`src/rtl/npu_master_pkg.sv`:
```
// npu_master_pkg: shared state encoding and NPU register map for npu_master.
package npu_master_pkg;
   typedef enum logic [2:0] {IDLE, WR_TYPE, WR_INPUT, RD_ADDR, RD_WAIT, RD_OUT} state_t;
   localparam logic [31:0] TYPE_ADDR   = 32'h0;
   localparam logic [31:0] INPUT_ADDR  = 32'h4;
   localparam logic [31:0] OUTPUT_ADDR = 32'h8;
endpackage

```
`src/rtl/npu_master_if.sv`:
```
// npu_master_if: job/input/output streams plus NPU register port bundled for npu_master.
interface npu_master_if #(parameter int DWidth = 32, parameter int LenWidth = 16);
   logic                job_valid, job_ready;
   logic [DWidth-1:0]   job_type;
   logic [LenWidth-1:0] job_len;
   logic                in_valid, in_ready;
   logic [DWidth-1:0]   in_data;
   logic                out_valid, out_ready;
   logic [DWidth-1:0]   out_data;
   logic                npu_wen_type, npu_wen_input;
   logic [DWidth-1:0]   npu_addr, npu_wdata, npu_rdata;
   logic [31:0]         perf_cycles;
   modport master (
      input  job_valid, job_type, job_len, in_valid, in_data, out_ready, npu_rdata,
      output job_ready, in_ready, out_valid, out_data, npu_wen_type, npu_wen_input,
             npu_addr, npu_wdata, perf_cycles
   );
   modport slave (
      output job_valid, job_type, job_len, in_valid, in_data, out_ready, npu_rdata,
      input  job_ready, in_ready, out_valid, out_data, npu_wen_type, npu_wen_input,
             npu_addr, npu_wdata, perf_cycles
   );
endinterface

```
`src/rtl/npu_master_rdwait.sv`:
```
// npu_master_rdwait: counts RdLatency cycles of RD_WAIT and flags the cycle to capture read data.
module npu_master_rdwait #(parameter int RdLatency = 1) (
   input  logic clk_i,
   input  logic rst_i,
   input  logic start,
   input  logic busy,
   output logic cap
);
   logic [1:0] cnt;
   always_ff @(posedge clk_i or posedge rst_i)
      if (rst_i) cnt <= '0;
      else if (start) cnt <= 2'(RdLatency);
      else if (busy && cnt != 2'd0) cnt <= cnt - 2'd1;
   assign cap = busy && cnt == 2'd0;
endmodule

```
`src/rtl/npu_master.sv`:
```
// npu_master: turns stream jobs into NPU type/input writes and a result read, returned as a stream.
// Define NPU_MASTER_PERF_EN to count cycles per job into perf_cycles; otherwise it reads 0.
module npu_master
   import npu_master_pkg::*;
#(
   parameter int DWidth    = 32,
   parameter int LenWidth  = 16,
   parameter int RdLatency = 1
) (
   input logic          clk_i,
   input logic          rst_i,
   npu_master_if.master bus
);
   state_t              state, nxt;
   logic [LenWidth-1:0] len_q;
   logic [DWidth-1:0]   type_q;
   logic                job_hs, in_hs, out_hs, cap;
   assign bus.job_ready = state == IDLE;
   assign bus.in_ready  = state == WR_INPUT;
   assign bus.out_valid = state == RD_OUT;
   assign job_hs = bus.job_valid && bus.job_ready;
   assign in_hs  = bus.in_valid && bus.in_ready;
   assign out_hs = bus.out_valid && bus.out_ready;
   npu_master_rdwait #(.RdLatency(RdLatency)) u_rdwait (
      .clk_i(clk_i), .rst_i(rst_i), .start(state == RD_ADDR), .busy(state == RD_WAIT), .cap(cap)
   );
   always_comb begin
      nxt = state;
      case (state)
         IDLE:     if (job_hs) nxt = WR_TYPE;
         WR_TYPE:  nxt = len_q != '0 ? WR_INPUT : RD_ADDR;
         WR_INPUT: if (in_hs && len_q == LenWidth'(1)) nxt = RD_ADDR;
         RD_ADDR:  nxt = RD_WAIT;
         RD_WAIT:  if (cap) nxt = RD_OUT;
         RD_OUT:   if (out_hs) nxt = IDLE;
         default:  nxt = IDLE;
      endcase
   end
   // NPU-side registers reflect what the current state issues, so each access appears one cycle later
   always_ff @(posedge clk_i or posedge rst_i)
      if (rst_i) begin
         state             <= IDLE;
         len_q             <= '0;
         type_q            <= '0;
         bus.npu_wen_type  <= 1'b0;
         bus.npu_wen_input <= 1'b0;
         bus.npu_addr      <= '0;
         bus.npu_wdata     <= '0;
         bus.out_data      <= '0;
      end else begin
         state <= nxt;
         if (job_hs) begin
            type_q <= bus.job_type;
            len_q  <= bus.job_len;
         end else if (in_hs) len_q <= len_q - LenWidth'(1);
         bus.npu_wen_type  <= state == WR_TYPE;
         bus.npu_wen_input <= in_hs;
         bus.npu_addr      <= state == WR_TYPE ? DWidth'(TYPE_ADDR) :
                              in_hs ? DWidth'(INPUT_ADDR) :
                              (state == RD_ADDR || state == RD_WAIT) ? DWidth'(OUTPUT_ADDR) : '0;
         bus.npu_wdata     <= state == WR_TYPE ? type_q : in_hs ? bus.in_data : '0;
         if (cap) bus.out_data <= bus.npu_rdata;
      end
`ifdef NPU_MASTER_PERF_EN
   logic [31:0] perf_cnt;
   always_ff @(posedge clk_i or posedge rst_i)
      if (rst_i) begin
         perf_cnt        <= '0;
         bus.perf_cycles <= '0;
      end else begin
         if (job_hs) perf_cnt <= 32'd1;
         else if (state != IDLE && perf_cnt != '1) perf_cnt <= perf_cnt + 32'd1;
         if (out_hs) bus.perf_cycles <= perf_cnt;
      end
`else
   assign bus.perf_cycles = '0;
`endif
endmodule

```
`src/flat_wrapper.sv`:
```
// flat-port wrapper written by rule: the top's interface ports become plain ports
module npu_master_flat import npu_master_pkg::*;
#(
   parameter int DWidth    = 32,
   parameter int LenWidth  = 16,
   parameter int RdLatency = 1
)
  (clk_i, rst_i, bus_job_valid, bus_job_type, bus_job_len, bus_in_valid, bus_in_data, bus_out_ready, bus_npu_rdata, bus_job_ready, bus_in_ready, bus_out_valid, bus_out_data, bus_npu_wen_type, bus_npu_wen_input, bus_npu_addr, bus_npu_wdata, bus_perf_cycles);
  npu_master_if #(.DWidth(DWidth), .LenWidth(LenWidth)) bus_i ();
  input logic clk_i;
  input logic rst_i;
  input wire logic [$bits(bus_i.job_valid)-1:0] bus_job_valid;
  input wire logic [$bits(bus_i.job_type)-1:0] bus_job_type;
  input wire logic [$bits(bus_i.job_len)-1:0] bus_job_len;
  input wire logic [$bits(bus_i.in_valid)-1:0] bus_in_valid;
  input wire logic [$bits(bus_i.in_data)-1:0] bus_in_data;
  input wire logic [$bits(bus_i.out_ready)-1:0] bus_out_ready;
  input wire logic [$bits(bus_i.npu_rdata)-1:0] bus_npu_rdata;
  output wire logic [$bits(bus_i.job_ready)-1:0] bus_job_ready;
  output wire logic [$bits(bus_i.in_ready)-1:0] bus_in_ready;
  output wire logic [$bits(bus_i.out_valid)-1:0] bus_out_valid;
  output wire logic [$bits(bus_i.out_data)-1:0] bus_out_data;
  output wire logic [$bits(bus_i.npu_wen_type)-1:0] bus_npu_wen_type;
  output wire logic [$bits(bus_i.npu_wen_input)-1:0] bus_npu_wen_input;
  output wire logic [$bits(bus_i.npu_addr)-1:0] bus_npu_addr;
  output wire logic [$bits(bus_i.npu_wdata)-1:0] bus_npu_wdata;
  output wire logic [$bits(bus_i.perf_cycles)-1:0] bus_perf_cycles;
  assign bus_i.job_valid = bus_job_valid;
  assign bus_i.job_type = bus_job_type;
  assign bus_i.job_len = bus_job_len;
  assign bus_i.in_valid = bus_in_valid;
  assign bus_i.in_data = bus_in_data;
  assign bus_i.out_ready = bus_out_ready;
  assign bus_i.npu_rdata = bus_npu_rdata;
  assign bus_job_ready = bus_i.job_ready;
  assign bus_in_ready = bus_i.in_ready;
  assign bus_out_valid = bus_i.out_valid;
  assign bus_out_data = bus_i.out_data;
  assign bus_npu_wen_type = bus_i.npu_wen_type;
  assign bus_npu_wen_input = bus_i.npu_wen_input;
  assign bus_npu_addr = bus_i.npu_addr;
  assign bus_npu_wdata = bus_i.npu_wdata;
  assign bus_perf_cycles = bus_i.perf_cycles;
  npu_master #(.DWidth(DWidth), .LenWidth(LenWidth), .RdLatency(RdLatency)) u_core (.clk_i(clk_i), .rst_i(rst_i), .bus(bus_i));
endmodule
```
`config.mk`:
```
export PLATFORM = sky130hd
export DESIGN_NAME = npu_master_flat
export DESIGN_NICKNAME = d
export VERILOG_FILES = /design/src/rtl/npu_master_pkg.sv /design/src/rtl/npu_master_if.sv /design/src/rtl/npu_master_rdwait.sv /design/src/rtl/npu_master.sv /design/src/flat_wrapper.sv
export SDC_FILE = /design/constraint.sdc
export NUM_CORES = 1
export LEC_CHECK = 0
export CAP_MARGIN = 40
export CELL_PAD_IN_SITES_DETAIL_PLACEMENT = 0
export CELL_PAD_IN_SITES_GLOBAL_PLACEMENT = 1
export CORE_MARGIN = 2
export CORE_UTILIZATION = 31
export DETAILED_ROUTE_END_ITERATION = 10
export GPL_ROUTABILITY_DRIVEN = 0
export PLACE_DENSITY_LB_ADDON = 0.1
export SYNTH_ARGS = -nofsm -noshare
export SYNTH_HDL_FRONTEND = slang
export SYNTH_SLANG_ARGS = --single-unit
```
`constraint.sdc`:
```
create_clock -name clk_i -period 5.5 [get_ports clk_i]
set_input_delay 0.825 -clock clk_i [delete_from_list [all_inputs] [get_ports clk_i]]
set_output_delay 0.825 -clock clk_i [all_outputs]
set_load 0.01 [all_outputs]
```
Word level (Yosys, flattened, before mapping)
Index checks and enable logic that the tools add are counted.
Widths: inputs -> output; s select.
{"block": "classes", "addsub": 2, "n_mux": 15, "eq_ne": 10, "reduce_logical": 14}
{"cell": "$mux 32", "count": 4}
{"cell": "$mux 16", "count": 2}
{"cell": "$pmux 3 s6", "count": 1}
{"cell": "$eq 16x1->1 const B", "count": 1}
{"cell": "$reduce_bool 16->1", "count": 1}
{"cell": "$sub 16x1->16 const B", "count": 1}
{"cell": "$mux 3", "count": 4}
{"cell": "$eq 3x2->1 const B", "count": 2}
{"cell": "$eq 3x3->1 const B", "count": 2}
{"cell": "$logic_and 1x1->1", "count": 6}
{"cell": "$ne 2x2->1 const B", "count": 3}
{"cell": "$reduce_bool 2->1", "count": 3}
{"cell": "$mux 2", "count": 2}
{"cell": "$mux 4", "count": 1}
{"cell": "$reduce_and 4->1", "count": 1}
{"cell": "$eq 3x1->1 const B", "count": 1}
{"cell": "$logic_not 3->1", "count": 1}
{"cell": "$logic_not 2->1", "count": 1}
{"cell": "$ne 2x1->1 const B", "count": 1}
{"cell": "$sub 2x1->2 const B", "count": 1}
{"cell": "$logic_or 1x1->1", "count": 1}
{"cell": "$mux 1", "count": 1}
{"block": "word_totals", "out_inout_bits": 133, "elab_cells": 50, "regBits": 151, "input_bits": 117}

Logic depth before layout (Yosys ltp)
Gate-level depths: netlist (run 1).
{"block": "depth", "word_depth": 5, "depth_mapped": 7, "depth_no_buf": 6}

Modules after synthesis
Synthesis (run 1) repeated with hierarchy kept, for this count alone.
{"block": "unflattened", "hier_cells": 485, "area_unflattened_um2": 5376.4}
{"mod": "npu_master", "n_inst": 1, "cells_each": 472, "area_per_inst_um2": 5248.8, "seq_area_each_um2": 2977.9}
{"mod": "npu_master_rdwait", "n_inst": 1, "cells_each": 13, "area_per_inst_um2": 127.6, "seq_area_each_um2": 50.0}

Least setup slack after synthesis (run 1)
Ideal clock, no wire load.
{"block": "synth_timing", "kind": "in2reg", "start": "input port bus_job_valid", "end": "register u_core.len_q[11]", "path_stages": 5, "arrival_ns": 1.871, "required_ns": 5.364, "path_buffers": 2, "path_slack_ns": 3.493, "setup_ns": 0.136, "cell_sequence": "or4b_1 > clkbuf_1 > clkbuf_1 > o211ai_1 > o211ai_1"}
{"block": "synth_via", "elab_chain_cells": 2, "elab_cells_between_ends": 3, "classes_between": "mux: 1; reduce/logical: 2"}
{"element": "from (decl)", "line_no": "flat_wrapper.sv:12", "text": "input wire logic [$bits(bus_i.job_valid)-1:0] bus_job_valid;"}
{"element": "$logic_and 1x1->1 (*)", "line_no": "npu_master.sv:21", "text": "assign job_hs = bus.job_valid && bus.job_ready;"}
{"element": "$mux 16 / $reduce_bool 2->1 (equally long branches)"}
{"element": "to (signal assigned)", "line_no": "npu_master.sv:54", "text": "len_q <= bus.job_len;"}
{"element": "to (signal assigned)", "line_no": "npu_master.sv:55", "text": "end else if (in_hs) len_q <= len_q - LenWidth'(1);"}
{"element": "to (decl)", "line_no": "npu_master.sv:15", "text": "logic [LenWidth-1:0] len_q;"}
Mark *: on every way between the ends. The rest lies on a longest branch, timed or not.
A chain may end at the register's enable or synchronous reset.

Worst setup path after layout (run 1)
{"block": "layout_timing", "start": "input port bus_in_valid", "end": "register u_core.len_q[12]"}
{"block": "layout_via", "elab_chain_cells": 2}
{"element": "from (decl)", "line_no": "flat_wrapper.sv:15", "text": "input wire logic [$bits(bus_i.in_valid)-1:0] bus_in_valid;"}
{"element": "$logic_and 1x1->1", "line_no": "npu_master.sv:22", "text": "assign in_hs = bus.in_valid && bus.in_ready;"}
{"element": "$reduce_bool 2->1 (no line)"}
Every way passes these cells.

==> impl_metrics.json, run 1 <==
{
  "synth_compound_area_share_pct": 9.34,
  "worst_path_largest_cell_delay_ps": 680,
  "wire_per_inst_um": 15.6,
  "grt_util_met1_pct": 20.2,
  "drcViolationCount": 0,
  "viasPerCell": 4.47,
  "cts_buffer_depth": 2,
  "netlist.area_leader.share_pct": 56.5,
  "postCtsSetupBuffers": 0,
  "cts_tree": "done",
  "cts-hold-fix-buffers": 0,
  "p_per_area_nw_per_um2": 518,
  "dp_hpwl_um": 10400,
  "hold_depth": 2,
  "clockRootBuffer": "clkbuf_16",
  "hold_ws_ps": 472,
  "final_common_cell": "clkdlybuf4s50_1",
  "synth_edf_count": 0,
  "crit_path_start_kind": "primary input",
  "fmax_ghz": 0.339,
  "clk_pin_slew_ps": 60,
  "multi_input_area_um2": 1970,
  "finalHoldViolations": 0,
  "rsz0062_at_grt": "no",
  "crit_path_max_fanout": 43,
  "worstSkewPairLatency_ps": 420,
  "diodes": 0,
  "dp_slack_ps": 2100,
  "yosysSeqAreaShare_pct": 56.5,
  "ant_nets": 0,
  "finalSetupTns_ps": 0,
  "required_ps": 5830,
  "synth.area.top_cells": "dfrtp_1 57%, buf_4 8.7%, nand2_1 7.7%",
  "critPathArrivalTime_ps": 3280,
  "synth_top_family_by_area": "simple AND/OR/NAND/NOR gates",
  "fin_crit_sh_pct": 53.7,
  "layout_setup_ws_ps": 2550,
  "cts_buffers": 17,
  "use_met2_pct": 25.2,
  "synth_seq_cells": 121,
  "syn_to_final_growth_pct": 46.9,
  "yosysTopAreaCell": "dfrtp_1",
  "row_count": 48,
  "hold_class": "reg -> reg",
  "drive_above_1_share_pct": 11.9,
  "grt_max_degree": 51,
  "globalRouteOverflowTotal": 0,
  "yosys_most_used_dff": "dfrtp_1",
  "reg2reg_depth": 5,
  "die_x_um": 135,
  "syn_area_per_cell_um2": 10.8,
  "power.leakage_nw": 3.57,
  "status": "complete, no violations",
  "fin_nets": 804,
  "fin_skew_ps": 4.95,
  "start_util_pct": 31.3,
  "worstMarginPinSlew_ps": 798,
  "synth_mux_area_share_pct": 7.50,
  "peakVddDrop_mv": 0.215,
  "synth_xor_area_share_pct": 0.163,
  "yosys.area_share.simple_pct": 14.1,
  "portBuffers": 187,
  "synth_fa_ha_area_share_pct": 0.934,
  "antenna_found_initial": 1,
  "synthDistinctLibCells": 46,
  "period_needed_ps": 2950,
  "slew_viol_final": 0,
  "drtIter0Drc": 182,
  "yosysWarnings": 0,
  "seq_area_um2": 3030,
  "design.die.area_um2": 18400,
  "vias": 4121,
  "total_power_mw": 4.08,
  "crit_chain": "clkdlybuf4s50_1, nand4bb_1, inv_2, nand4_1, or3_2, a31oi_1",
  "grt_busiest_layer": "met2",
  "grt_usage_pct": 15.8,
  "synthArstFlopShare_pct": 100,
  "core_um2": 17100,
  "grt_pass1_wl_um": 21800,
  "die_h_um": 135,
  "setup_viol": 0,
  "numClockSinks": 121,
  "ctsResizeCount": 0,
  "dr.pass1.iters": 4,
  "critPathCaptureType": "register",
  "crit_slowest_cell": "inv_2",
  "num_io_pins": 250,
  "maxCapViolCount": 0,
  "synth_area_um2": 5360,
  "htree_levels": 4,
  "fill_cells": 1656,
  "grt_use_met3_pct": 4.41,
  "postSynthCellCount": 496,
  "final_cell_mix": "187 x clkdlybuf4s50_1, 121 x dfrtp_1, 110 x nand2_1",
  "wirelength_um": 14400,
  "critPathKind": "in -> reg",
  "relSlewSlack_pct": 46.7,
  "grt_pass1_vias": 4009
}
==> state kept, by name, summed over array words and instances, names as in the netlist <==
| name | cells |
|---|---|
| u_core.bus.npu_addr | 2 |
| u_core.bus.out_data | 32 |
| u_core.type_q | 32 |
| u_core.bus.npu_wdata | 32 |
| u_core.state | 3 |
| u_core.bus.npu_wen_input | 1 |
| u_core.len_q | 16 |
| u_core.u_rdwait.cnt | 2 |
| u_core.bus.npu_wen_type | 1 |
==> routing by layer <==
metal  up-vias  part of all wire (%)  wire length, µm
met5         -                 0.070               10
met4         2                   1.9              270
met3        22                   7.1             1020
met2       189                    48             6910
met1      1978                    43             6160
li1       1930                     -                -
==> power by group <==
group          switching [mW]  leakage, nW  total (mW)  internal [mW]
combinational           0.678         1.78        1.48          0.799
clock                   0.399        0.284        1.10          0.698
sequential              0.226         1.50        1.51           1.28
total                    1.30         3.57        4.08           2.78
==> cells by family (layout without fill, tap and decap cells) <==
family | after synthesis | after routing
AO/OA/AOI/OAI | 64 | 64
AND/OR/NAND/NOR | 171 | 171
multiplexers | 36 | 36
XOR/XNOR | 1 | 1
adder cells (fa/ha/maj) | 4 | 4
buffers and inverters | 98 | 237
other | 1 | 62
flip-flops | 121 | 121
==> path summary, 6_finish.rpt <==
check / from / endpoint / slack [ps]
hold / removal: u_core.type_q[24] / u_core.type_q[24] / 470
hold reg to reg: u_core.type_q[24] / u_core.type_q[24] / 470
setup reg to reg: u_core.state[0] / u_core.len_q[12] / 2810
setup / recovery: bus_in_valid / u_core.len_q[12] / 2550
min in group asynchronous: rst_i / u_core.bus.out_data[19] / 770
max in group asynchronous: rst_i / u_core.bus.npu_wdata[28] / 3530
==> metrics by stage <==
| step | std cells | area [µm²] | utilization, % |
|---|---|---|---|
| after floorplan | 557 | 5590 | - |
| after global placement | 887 | 7230 | 42.2 |
| after detailed placement | 889 | 7280 | 42.5 |
| after CTS | 921 | 7870 | 46.0 |
| after global routing | 921 | 7870 | 46.0 |
| final | 921 | 7870 | 46.0 |
==> synthesized netlist by cell type (all sizes together), types with 5 or more instances <==
master,number
a21oi,7
o211ai,5
a22o,32
nor2,21
nand2,110
inv,12
nand4,6
or3,6
buf,72
mux2,33
dfrtp,121
clkbuf,14
==> critical path: cells and delay by family <==
family          cells  cell delay [ps]
compound gates      1              190
simple gates        3             1090
buf+inv             2             1170
==> cell type report <==
class | instances | area share (%)
clock inverters | 12 | 1.57
multi-input cells | 338 | 25.0
clock buffers | 20 | 5.93
flip-flops and latches | 121 | 38.5
well taps | 225 | 3.58
inverters | 12 | 0.604
repair buffers | 193 | 24.9
Power figures use the tool's default switching activity.
==> run 2, diff against run 1 <==
clock period = 2.8 ns   (was 5.5 ns; I/O delays follow)
==> impl_metrics.json, run 2 (synthesis gave the netlist of run 1 again) <==
{
  "setup_viol": 0,
  "peakVddDrop_mv": 0.430,
  "crit_path_start_kind": "register",
  "crit_path_max_fanout": 10,
  "combPwrFrac_pct": 35.5,
  "syn_to_final_growth_pct": 48.0,
  "cp_top_family": "buffers and inverters",
  "relSlewSlack_pct": 59.4,
  "r2r-end": "u_core.len_q[14]",
  "cts_tree": "done",
  "grt_max_degree": 63,
  "drcViolationCount": 0,
  "postCtsSetupBuffers": 0,
  "vias": 4087,
  "status": "complete, no violations",
  "reg2reg_setup_slack_ps": 700,
  "worstSetupStartpoint": "u_core.state[1]",
  "crit_slowest_cell": "clkdlybuf4s50_1",
  "row_count": 48,
  "fin_skew_ps": 6.42,
  "finalHoldViolations": 0,
  "design.die.area_um2": 18400,
  "placed_area_um2": 7310,
  "ctsResizeCount": 0,
  "num_io_pins": 250,
  "required_ps": 2380,
  "drtIter0Drc": 174,
  "cts_buffer_depth": 2,
  "r2r_start": "u_core.len_q[8]",
  "p_per_area_nw_per_um2": 1020,
  "clk_pin_slew_ps": 50,
  "htree_levels": 4,
  "path_buf_inv": 1,
  "wirelength_um": 13900,
  "worstSkewPairLatency_ps": 410,
  "crit_chain": "nand2b_1, nor2_1, clkdlybuf4s50_1",
  "dp_hpwl_um": 9920,
  "start_util_pct": 31.3,
  "finalSetupTns_ps": 0,
  "hold_class": "in -> async",
  "grt_pass1_vias": 3983,
  "drive_above_1_share_pct": 12.0,
  "die_x_um": 135,
  "fin_util_pct": 46.3,
  "intPower_mw": 5.61,
  "fin_crit_sh_pct": 82.6,
  "globalRouteOverflowTotal": 0,
  "critPathKind": "reg -> out",
  "worstMarginPinSlew_ps": 608,
  "numClockSinks": 121,
  "clockRootBuffer": "clkbuf_16",
  "fmax_ghz": 0.432,
  "critPathArrivalTime_ps": 1890,
  "swShare_pct": 31.0,
  "p_clk_share_pct": 28.2,
  "final_cell_mix": "187 x clkdlybuf4s50_1, 121 x dfrtp_1, 110 x nand2_1",
  "viasPerCell": 4.42,
  "switchingPower_mw": 2.51,
  "core_um2": 17100,
  "reg2reg_depth": 4,
  "dr.pass1.iters": 4,
  "total_power_mw": 8.12,
  "grt_usage_pct": 15.2,
  "stdcell_area_um2": 7930,
  "fin_nets": 808,
  "slew_viol_final": 0,
  "period_needed_ps": 2310,
  "cts_buffers": 17,
  "maxCapViolCount": 0,
  "critPathCaptureType": "output pin",
  "power.leakage_nw": 3.59,
  "die_h_um": 135,
  "cts-hold-fix-buffers": 0,
  "reg_top3": "u_core.bus.npu_wdata x32, u_core.bus.out_data x32, u_core.type_q x32",
  "grt_pass1_wl_um": 21100,
  "rsz0062_at_grt": "no",
  "pwr-share-seq_pct": 36.3,
  "final_common_cell": "clkdlybuf4s50_1",
  "wire_per_inst_um": 15.0,
  "worst_path_largest_cell_delay_ps": 550,
  "antenna_found_initial": 0,
  "portBuffers": 187,
  "ant_nets": 0,
  "final_cells": 925,
  "fill_cells": 1636,
  "dp_cells": 893,
  "diodes": 0
}
run 2: cell count changes in the layout (fill, tap and decap cells not counted), moves of 3 or more:
cell / change
buf_4: +3
clkbuf_1: +3
buf_12: +3
clkinv_2: -3
run 2: layout make-up:
cell class	count	area, µm²	area share (%)
Clock buffer	21	450	5.68
Clock inverter	11	171	2.16
Inverter	12	48.8	0.615
Multi-Input combinational cell	338	1970	24.8
Sequential cell	121	3030	38.2
Tap cell	225	282	3.55
Timing Repair Buffer	197	1980	25.0
run 2: worst max-delay path by stage:
stage | endpoint | slack (ps) | cells past startpoint
floorplan | u_core.len_q[14] | 880 | 5
global placement | u_core.len_q[4] | 460 | 4
detailed placement | u_core.len_q[4] | 420 | 4
CTS | bus_out_valid | 480 | 3
global route | bus_out_valid | 420 | 3
finish | bus_out_valid | 490 | 3
run 2: per-stage QoR:
step	hold WS [ps]	worst slack (ps)
floorplan	446	879
global placement	458	460
detailed placement	463	423
CTS	444	477
global route	457	416
finish	437	486
run 2: power by group through the flow:
| stage | clock [mW] | combinational (mW) | sequential, mW |
|---|---|---|---|
| 2_1_floorplan | 0 | 1.40 | 3.08 |
| 3_3_place_gp | 0 | 2.89 | 2.96 |
| 3_5_place_dp | 0 | 2.92 | 2.99 |
| 4_1_cts | 2.36 | 2.93 | 2.96 |
| 5_1_grt | 2.45 | 3.17 | 3.05 |
| 6_report | 2.29 | 2.88 | 2.95 |
run 2: per-layer routing:
layer  GRT usage (%)  routed length [µm]
met1            19.2                6080
met2            24.4                6500
met3            4.30                1030
met4            6.66                 291
met5               0                   0
run 2: worst reg2reg max path, cell delays in order, from the launching register on:
cell and delay, ps:
dfrtp_1 440, or4_1 680, or3_1 370, or3_1 360, a31oi_1 180
==> run 3, diff against run 2 <==
clock period = 2.14 ns   (was 2.8 ns; I/O delays follow)
==> impl_metrics.json, run 3 (synthesis gave the netlist of run 1 again) <==
{
  "pwr-share-seq_pct": 36.2,
  "fin_util_pct": 46.7,
  "antenna_found_initial": 1,
  "hold_class": "in -> async",
  "worstSetupStartpoint": "u_core.state[2]",
  "numClockSinks": 121,
  "intPower_mw": 7.24,
  "cts_buffer_depth": 2,
  "total_power_mw": 10.5,
  "path_buf_inv": 1,
  "drive_above_1_share_pct": 13.7,
  "crit_chain": "nand2b_1, nor2_1, clkdlybuf4s50_1",
  "slew_viol_final": 0,
  "fin_crit_sh_pct": 98.3,
  "switchingPower_mw": 3.30,
  "relSlewSlack_pct": 62.4,
  "cts-hold-fix-buffers": 0,
  "drcViolationCount": 0,
  "grt_pass1_wl_um": 21100,
  "die_x_um": 135,
  "critPathKind": "reg -> out",
  "fmax_ghz": 0.475,
  "p_clk_share_pct": 25.9,
  "finalHoldViolations": 0,
  "ant_nets": 0,
  "required_ps": 1820,
  "grt_max_degree": 98,
  "cp_top_family": "buffers and inverters",
  "setup_viol": 0,
  "worstMarginPinSlew_ps": 565,
  "rsz0062_at_grt": "yes",
  "crit_path_start_kind": "register",
  "row_count": 48,
  "power.leakage_nw": 3.65,
  "dp_hpwl_um": 10200,
  "viasPerCell": 4.40,
  "die_h_um": 135,
  "multi_input_area_um2": 1970,
  "r2r_start": "u_core.len_q[9]",
  "num_io_pins": 250,
  "start_util_pct": 31.3,
  "fill_cells": 1623,
  "worst_path_largest_cell_delay_ps": 560,
  "period_needed_ps": 2100,
  "cts_tree": "done",
  "syn_to_final_growth_pct": 49.1,
  "crit_path_max_fanout": 7,
  "final_common_cell": "clkdlybuf4s50_1",
  "drtIter0Drc": 159,
  "grt_usage_pct": 15.2,
  "critPathCaptureType": "output pin",
  "worstSkewPairLatency_ps": 410,
  "p_per_area_nw_per_um2": 1320,
  "maxCapViolCount": 0,
  "clk_pin_slew_ps": 50,
  "combPwrFrac_pct": 37.9,
  "seq_area_um2": 3030,
  "clockRootBuffer": "clkbuf_16",
  "stdcell_area_um2": 7990,
  "htree_levels": 4,
  "portBuffers": 187,
  "status": "complete, no violations",
  "peakVddDrop_mv": 0.611,
  "final_cell_mix": "186 x clkdlybuf4s50_1, 120 x dfrtp_1, 110 x nand2_1",
  "hold_ws_ps": 368,
  "wire_per_inst_um": 15.1,
  "cts_buffers": 17,
  "dr.pass1.iters": 4,
  "postCtsSetupBuffers": 0,
  "fin_nets": 822,
  "core_um2": 17100,
  "globalRouteOverflowTotal": 0,
  "placed_area_um2": 7410,
  "wirelength_um": 14100,
  "crit_slowest_cell": "clkdlybuf4s50_1",
  "swShare_pct": 31.3,
  "design.die.area_um2": 18400,
  "reg2reg_setup_slack_ps": 150,
  "reg2reg_depth": 4,
  "r2r-end": "u_core.len_q[14]",
  "grt_pass1_vias": 4024,
  "critPathArrivalTime_ps": 1780,
  "finalSetupTns_ps": 0,
  "fin_skew_ps": 7.53,
  "reg_top3": "u_core.bus.npu_wdata x32, u_core.bus.out_data x32, u_core.type_q x32",
  "vias": 4128
}
run 3: cell count changes in the layout (fill, tap and decap cells not counted), sizes merged:
cell,previous run,this run
buf,10,24
bufinv,4,2
clkbuf,21,23
clkdlybuf4s50,187,186
clkinvlp,3,2
diode,0,1
dlymetal6s2s,0,1
run 3: stage by stage:
stage / cells / setup WS, ps
6_report: 939 / 35.4
5_1_grt: 939 / -0.290
4_1_cts: 938 / 7.33
3_5_place_dp: 907 / -79.9
3_3_place_gp: 907 / -85.0
2_1_floorplan: 557 / 219
run 3: worst max path at each step:
stage,end,cells past startpoint
floorplan,u_core.len_q[14],5
global placement,u_core.len_q[4],4
detailed placement,u_core.len_q[4],4
CTS,bus_out_valid,3
global route,bus_out_valid,3
finish,bus_in_ready,3
run 3: layout make-up:
cell class / count / share of cell area (%)
clock buffer: 23 / 5.86
sequential: 121 / 37.9
antenna: 1 / 0.0313
clock inverter: 8 / 1.21
timing repair buffer: 211 / 26.2
tap: 225 / 3.52
multi-input combinational: 338 / 24.7
inverter: 12 / 0.611
run 3: layer usage:
metal  vias to the layer above  global-route usage, %  share of wire [%]
met4                         0                   6.42                1.5
met5                         -                      0                  0
met2                       190                   25.6                 48
li1                       1979                      -                  -
met3                        18                   4.23                7.3
met1                      1941                   18.3                 43
run 3: repair_timing:
action / in CTS / in global routing
resized for setup: 0 / 3
endpoints found under the setup margin: 0 / 3
hold endpoints to repair: 0 / 0
run 3: worst min-delay path: stages:
cell	delay [ps]
clkdlybuf4s50_1	440
clkinvlp_4	110
buf_4	300
run 3: power by group through the flow:
stage	clock network [mW]	registers, mW	logic (mW)
2_1_floorplan	0	4.02	1.83
3_3_place_gp	0	3.82	3.98
3_5_place_dp	0	3.86	4.04
4_1_cts	2.82	3.82	4.06
5_1_grt	2.92	3.94	4.38
6_report	2.74	3.82	3.99
